`config.mk`:
```
export PLATFORM = sky130hd
export DESIGN_NAME = mux_cfg_frame_mem_flat
export DESIGN_NICKNAME = d
export VERILOG_FILES = /design/src/rtl/mux_cfg_frame_mem_if.sv /design/src/rtl/mux_cfg_frame_mem.sv /design/src/flat_wrapper.sv
export SDC_FILE = /design/constraint.sdc
export NUM_CORES = 1
export LEC_CHECK = 0
export ABC_AREA = 1
export CAP_MARGIN = 20
export CORE_MARGIN = 3
export CORE_UTILIZATION = 46
export DETAILED_ROUTE_END_ITERATION = 10
export GPL_TIMING_DRIVEN = 0
export HOLD_SLACK_MARGIN = 0.08
export PLACE_DENSITY_LB_ADDON = 0.08
export SLEW_MARGIN = 20
export SYNTH_ARGS = -nofsm -noshare
export SYNTH_HDL_FRONTEND = slang
export SYNTH_SLANG_ARGS = --single-unit
```
`constraint.sdc`:
```
create_clock -name prog_clk -period 1.3 [get_ports prog_clk]
set_input_delay 0.325 -clock prog_clk [delete_from_list [all_inputs] [get_ports prog_clk]]
set_output_delay 0.325 -clock prog_clk [all_outputs]
set_load 0.05 [all_outputs]
```
`src/rtl/mux_cfg_frame_mem_if.sv`:
```
// Config-frame bus between a configuration controller (master) and the
// mux select memory bank (slave).
interface mux_cfg_frame_mem_if #(
   parameter int unsigned LEN = 12
);
   logic           cfg_start;
   logic           ccff_en;
   logic           ccff_head;
   logic           ccff_tail;
   logic [LEN-1:0] mem_out;
   logic [LEN-1:0] mem_outb;
   logic           cfg_busy;
   logic           cfg_done;
   logic           cfg_err;

   modport master (
      output cfg_start, ccff_en, ccff_head,
      input  ccff_tail, mem_out, mem_outb, cfg_busy, cfg_done, cfg_err
   );

   modport slave (
      input  cfg_start, ccff_en, ccff_head,
      output ccff_tail, mem_out, mem_outb, cfg_busy, cfg_done, cfg_err
   );
endinterface

```
`src/rtl/mux_cfg_frame_mem.sv`:
```
// Serial config frame receiver: shifts NUM_MEM*MEM_SIZE bits plus even parity,
// then atomically commits them to the mux select outputs.
module mux_cfg_frame_mem #(
   parameter int unsigned NUM_MEM  = 4,
   parameter int unsigned MEM_SIZE = 3
) (
   input  logic                 prog_clk,
   input  logic                 prog_reset_n,
   mux_cfg_frame_mem_if.slave   bus
);
   localparam int unsigned LEN   = NUM_MEM * MEM_SIZE;
   localparam int unsigned CNT_W = $clog2(LEN + 1);

   typedef enum logic [1:0] {IDLE, SHIFT, CHECK} state_e;

   state_e             state_q, state_d;
   logic [LEN-1:0]     shreg_q, shreg_d;
   logic [LEN-1:0]     mem_q,   mem_d;
   logic [CNT_W-1:0]   cnt_q,   cnt_d;
   logic               parity_q, parity_d;
   logic               done_q,  done_d;
   logic               err_q,   err_d;
   logic               busy_q,  busy_d;

   // Next-state and datapath decisions
   always_comb begin
      state_d  = state_q;
      shreg_d  = shreg_q;
      mem_d    = mem_q;
      cnt_d    = cnt_q;
      parity_d = parity_q;
      done_d   = 1'b0;
      err_d    = err_q;

      unique case (state_q)
         IDLE: begin
            if (bus.cfg_start) begin
               state_d = SHIFT;
               cnt_d   = '0;
               err_d   = 1'b0;
            end
         end
         SHIFT: begin
            // A restart wins over everything; a bit qualified alongside it opens the new frame
            if (bus.cfg_start) begin
               cnt_d = '0;
               err_d = 1'b0;
               if (bus.ccff_en) begin
                  shreg_d = {shreg_q[LEN-2:0], bus.ccff_head};
                  cnt_d   = CNT_W'(1);
               end
            end else if (bus.ccff_en) begin
               if (cnt_q == CNT_W'(LEN)) begin
                  parity_d = bus.ccff_head;
                  state_d  = CHECK;
               end else begin
                  shreg_d = {shreg_q[LEN-2:0], bus.ccff_head};
                  cnt_d   = cnt_q + CNT_W'(1);
               end
            end
         end
         CHECK: begin
            state_d = IDLE;
            if (((^shreg_q) ^ parity_q) == 1'b0) begin
               mem_d  = shreg_q;
               done_d = 1'b1;
            end else begin
               err_d = 1'b1;
            end
         end
         default: state_d = IDLE;
      endcase

      busy_d = (state_d != IDLE);
   end

   always_ff @(posedge prog_clk) begin
      if (!prog_reset_n) begin
         state_q  <= IDLE;
         shreg_q  <= '0;
         mem_q    <= '0;
         cnt_q    <= '0;
         parity_q <= 1'b0;
         done_q   <= 1'b0;
         err_q    <= 1'b0;
         busy_q   <= 1'b0;
      end else begin
         state_q  <= state_d;
         shreg_q  <= shreg_d;
         mem_q    <= mem_d;
         cnt_q    <= cnt_d;
         parity_q <= parity_d;
         done_q   <= done_d;
         err_q    <= err_d;
         busy_q   <= busy_d;
      end
   end

   assign bus.ccff_tail = shreg_q[LEN-1];
   assign bus.mem_out   = mem_q;
   assign bus.mem_outb  = ~mem_q;
   assign bus.cfg_busy  = busy_q;
   assign bus.cfg_done  = done_q;
   assign bus.cfg_err   = err_q;
endmodule

```
`src/flat_wrapper.sv`:
```
// flat-port wrapper written by rule: the top's interface ports become plain ports
module mux_cfg_frame_mem_flat 
#(
   parameter int unsigned NUM_MEM  = 4,
   parameter int unsigned MEM_SIZE = 3
)
  (prog_clk, prog_reset_n, bus_cfg_start, bus_ccff_en, bus_ccff_head, bus_ccff_tail, bus_mem_out, bus_mem_outb, bus_cfg_busy, bus_cfg_done, bus_cfg_err);
  mux_cfg_frame_mem_if #(.LEN((12))) bus_i ();
  input  logic prog_clk;
  input  logic prog_reset_n;
  input wire logic [$bits(bus_i.cfg_start)-1:0] bus_cfg_start;
  input wire logic [$bits(bus_i.ccff_en)-1:0] bus_ccff_en;
  input wire logic [$bits(bus_i.ccff_head)-1:0] bus_ccff_head;
  output wire logic [$bits(bus_i.ccff_tail)-1:0] bus_ccff_tail;
  output wire logic [$bits(bus_i.mem_out)-1:0] bus_mem_out;
  output wire logic [$bits(bus_i.mem_outb)-1:0] bus_mem_outb;
  output wire logic [$bits(bus_i.cfg_busy)-1:0] bus_cfg_busy;
  output wire logic [$bits(bus_i.cfg_done)-1:0] bus_cfg_done;
  output wire logic [$bits(bus_i.cfg_err)-1:0] bus_cfg_err;
  assign bus_i.cfg_start = bus_cfg_start;
  assign bus_i.ccff_en = bus_ccff_en;
  assign bus_i.ccff_head = bus_ccff_head;
  assign bus_ccff_tail = bus_i.ccff_tail;
  assign bus_mem_out = bus_i.mem_out;
  assign bus_mem_outb = bus_i.mem_outb;
  assign bus_cfg_busy = bus_i.cfg_busy;
  assign bus_cfg_done = bus_i.cfg_done;
  assign bus_cfg_err = bus_i.cfg_err;
  mux_cfg_frame_mem #(.NUM_MEM(NUM_MEM), .MEM_SIZE(MEM_SIZE)) u_core (.prog_clk(prog_clk), .prog_reset_n(prog_reset_n), .bus(bus_i));
endmodule
```
After elaboration in Yosys (flattened, before gate mapping) --
Cells that the tools add are included.
Word-level totals: bits in registers 34, bits of input ports 5, output and inout bits 28, logic and storage cells 53
Operators by class: add/subtract/negate cells 1, equality and inequality tests 9, multiplexer cells 19, bitwise logic cells 4, reductions and logical operators 12
Operator list (number):
- $mux W12 | 4
- $mux W4 | 4
- $not A12 Y12 | 1
- $reduce_xor A12 Y1 | 1
- $mux W2 | 4
- $pmux W4 S2 | 1
- $reduce_and A4 Y1 | 2
- $ne A3 B3 Y1 const B | 2
- $reduce_and A3 Y1 | 2
- $reduce_bool A2 Y1 | 3
- $add A4 B1 Y4 const B | 1
- $eq A4 B4 Y1 const B | 1
- $mux W1 | 4
- $ne A2 B1 Y1 const B | 2
- $ne A2 B2 Y1 const B | 2
- $pmux W2 S2 | 1
- $reduce_and A2 Y1 | 2
- $eq A2 B1 Y1 const B | 1
- $eq A2 B2 Y1 const B | 1
- $logic_not A2 Y1 | 1
- $not A1 Y1 | 2
- $pmux W1 S2 | 1
- $reduce_or A2 Y1 | 1
- $xor A1 B1 Y1 | 1

Longest topological paths before layout --
depth in word-level cells 6, gate-level depth with buffers 13

Worst setup path after synthesis --
Ideal clock, no wire load.
path kind reg-to-reg, start reg u_core.shreg_q[11], end reg u_core.mem_q[10] (netlist: u_core.bus.mem_out[10]), library setup time 0.109 ns, arrival 1.627 ns, required time 1.191 ns, slack -0.436 ns, cell stages (with the launch flop) 13, path buffers 1, cell sequence dfxtp_1 inv_1 nand2_1 nand2_1 nand2_1 nand2_1 nand2_2 nand3_2 nand3_4 buf_6 nand2_2 inv_2 nor2_2
Between the ends: cells in the longest elaborated chain, start to end 4
Ends and longest elaborated chain:
- start, declared | RTL line mux_cfg_frame_mem.sv:17 | logic [LEN-1:0] shreg_q, shreg_d;
- start signal, assigned | RTL line mux_cfg_frame_mem.sv:89 | shreg_q <= shreg_d;
- $reduce_xor A12 Y1 | RTL line mux_cfg_frame_mem.sv:64 | if (((^shreg_q) ^ parity_q) == 1'b0) begin
- $xor A1 B1 Y1 | RTL line mux_cfg_frame_mem.sv:64
- $not A1 Y1 (no line)
- $reduce_and A2 Y1 (no line)
- end signal, assigned | RTL line mux_cfg_frame_mem.sv:90 | mem_q <= mem_d;
- end, declared | RTL line mux_cfg_frame_mem.sv:18 | logic [LEN-1:0] mem_q, mem_d;
Every way passes these cells. A chain may end at the register's enable or synchronous reset.

Worst setup path in the final report --
start reg u_core.shreg_q[0], end reg u_core.mem_q[9] (netlist: u_core.bus.mem_out[9])
Same word-level chain as after synthesis.

==> metrics.md <==
| Metric | Value |
|---|---|
| Status | `finished, violations left` |
| Failing checks | `setup timing` |
| Slew Limit Fails | `0` |
| Clock Sinks | `34` |
| CP endpoint kind | `register` |
| Die Wd | `67.3 um` |
| Critical path arrival | `1.69 ns` |
| CP Class | `reg -> reg` |
| Fin Setup TNS | `-1.98 ns` |
| Final worst slack | `-0.163 ns` |
| RSZ-0062 raised after global routing | `true` |
| Die height | `67.3 um` |
| Rel. slew slack | `69.5%` |
| Ys Warns | `0` |
| Dpl ws | `-0.483 ns` |
| GRT overflow | `0` |
| FF+latch count, synth | `34` |
| Period Utilization, post-route | `113%` |
| Antenna diodes | `0` |
| Slew @ Worst Pin | `0.458 ns` |
| Pwr dens | `1030 nW/um2` |
| Syn Nets | `261` |
| Htree depth | `2` |
| Number of remaining DRC errors | `0` |
| Hold WC Path Type | `in -> reg` |
| Max-cap violations | `0` |
| Layout cells sized above 1 | `50.6%` |
| Largest net degree at the start of global routing | `11` |
| Area Overhead vs Synth | `45.0%` |
| Initial Util | `49.8%` |
| Routed vias/inst | `4.80` |
| Clock buffer depth | `2` |
| Cell Rows | `21` |
| Req. time, crit path | `1.53 ns` |
| Vias in the first global route | `1468` |
| Maximum vdd drop | `0.870 mV` |
| Layout Nets | `317` |
| Die area | `4530 um2` |
| Num CTS Buffers | `5` |
| Root buf cell | `clkbuf_8` |
| Post-synthesis cell count | `254` |
| Reg clk slew, reported paths | `0.07 ns` |
| CTS tree | `yes` |
| GRT Total Usage | `18.9%` |
| Worst Skew | `0.00309 ns` |
| HPWL Detailed | `2630 um` |
| IO buf count | `31` |
| Final hold vios | `0` |
| Sequential fraction of the synthesis area | `39.4%` |
| Peak Freq | `0.684 GHz` |
| RD Place Congestion | `0.807` |
| Startpoint types | `register` |
| Fill cells | `292` |
| Clock Latency Late Sink | `0.28 ns` |
| Initial DRC Count | `70` |
| Initial antenna violation count | `0` |
| Peak fanout along the critical path | `5` |
| Min Clock Period, post-route | `1.46 ns` |
| Mapped cell area | `1730 um2` |
| First-pass GRT wire length | `6470 um` |
| Final wirelength | `4100 um` |
| Antenna Nets Post-Route | `0` |
| Leak Pwr | `1.13 nW` |
| Via count | `1708` |
| Mapped Avg Cell Area | `6.80 um2` |
| Netlist cell types | `28` |
| Post-CTS Hold Buffers | `0` |
| Worst hold slack | `0.397 ns` |
| CORE AREA | `3470 um2` |
| Final setup fails | `20` |
| Drt wl/cell | `11.5 um` |
| Drt first pass iters | `5` |
| I/O pins | `33` |
-- state kept, by name, indices dropped and copies added (netlist names) --
signal	cells
u_core.parity_q	1
u_core.bus.cfg_done	1
u_core.shreg_q	12
u_core.state_q	2
u_core.cnt_q	4
u_core.bus.cfg_err	1
u_core.bus.cfg_busy	1
u_core.bus.mem_out	12
-- per-layer routing --
layer | global-route usage (%) | part of all wire, % | vias up | wire (um)
met1 | 24.2 | 44 | 758 | 1810
li1 | - | - | 901 | -
met2 | 30.7 | 49 | 40 | 1990
met4 | 7.34 | 2.0 | 0 | 83
met3 | 4.49 | 5.1 | 9 | 209
met5 | 0 | 0 | - | 0
-- power breakdown --
part	total, W	switching, W	internal, W	leakage (nW)
Combinational	0.000490	0.000288	0.000202	0.790
Clock	0.000988	0.000375	0.000613	0.0573
Sequential	0.00111	0.0000381	0.00107	0.283
-- cell usage after synthesis (all sizes together) --
library cell  count  area share (%)
clkbuf            4            0.94
a21boi            1            0.43
a31oi             1            0.36
dfxtp            34              39
o22ai             1            0.36
nor3              4             1.2
a21oi            16             4.6
inv              51              11
nor2             26             7.1
nor4              1            0.36
nand2            72              18
nand4            12             4.3
buf               5             1.8
ha                2             1.4
xnor2             2             1.0
o21ai            14             4.1
and3              1            0.36
nand3             6             2.8
a211oi            1            0.43
-- worst paths after layout --
kind                                              to                             from  slack [ns]  cells past startpoint
hold / removal          u_core.state_q[0]$_SDFF_PN0_                      bus_ccff_en        0.40                      2
setup reg to reg  u_core.bus.mem_out[9]$_SDFFE_PN0P_   u_core.shreg_q[0]$_SDFFE_PN0P_       -0.16                     13
setup / recovery  u_core.bus.mem_out[9]$_SDFFE_PN0P_   u_core.shreg_q[0]$_SDFFE_PN0P_       -0.16                     13
hold reg to reg      u_core.bus.cfg_err$_SDFFE_PN0P_  u_core.bus.cfg_err$_SDFFE_PN0P_        0.48                      2
-- logic make-up (layout without fill, tap and decap cells) --
| family | Yosys count | after routing | share of synthesized area, % |
|---|---|---|---|
| simple gates | 122 | 122 | 34.0 |
| buf+inv | 60 | 116 | 13.8 |
| compound gates | 34 | 34 | 10.3 |
| flops | 34 | 34 | 39.4 |
| fa+ha+maj | 2 | 2 | 1.45 |
| xor+xnor | 2 | 2 | 1.01 |
-- what timing repair did --
action / CTS / global route
pin swaps: 14 / 16
resized for setup: 190 / 57
endpoints found under the setup margin: 58 / 36
setup buffers: 13 / 3
gates cloned: 2 / 0
-- through the flow --
step / instance area (um2) / util [%] / instances / total power (W)
after detailed placement: 2120 / 61.2 / 331 / 0.00148
after CTS: 2370 / 68.5 / 353 / 0.00255
after global placement: 2120 / 61.2 / 331 / 0.00148
final: 2500 / 72.2 / 356 / 0.00259
after global routing: 2500 / 72.2 / 356 / 0.00271
after floorplan: 1750 / - / 254 / 0.00141
-- layout make-up --
cell class              count  area [um2]  area share [%]
flip-flops and latches     34         713            28.5
clock buffers               6        82.6            3.30
clock inverters             1        30.0            1.20
inverters                  51         201            8.04
multi-input cells         160         983            39.3
plain buffers               9        81.3            3.25
repair buffers             49         355            14.2
well taps                  46        57.6            2.30
-- cells in the final DEF (no fill, tap or decap), types with 7 or more instances in the layout --
cell | synthesis | routed
nand2_1 | 58 | 45
inv_1 | 36 | 25
inv_2 | 15 | 22
nand2_2 | 13 | 22
buf_2 | 4 | 22
dfxtp_1 | 34 | 22
buf_4 | 0 | 18
a21oi_1 | 16 | 14
nor2_2 | 10 | 13
nand4_1 | 12 | 12
nor2_1 | 16 | 9
dfxtp_4 | 0 | 7
-- critical path, cell delays in order, from the launching register on --
cell	delay (ns)
dfxtp_4	0.39
inv_4	0.04
nand2_1	0.07
nand2_1	0.07
nand2_1	0.07
nand2_2	0.05
nand2_2	0.10
nand2_2	0.07
nand2_4	0.09
nand3_4	0.12
buf_8	0.17
nand2_2	0.05
inv_2	0.03
nor2_2	0.08
Power figures use the tool's default switching activity.
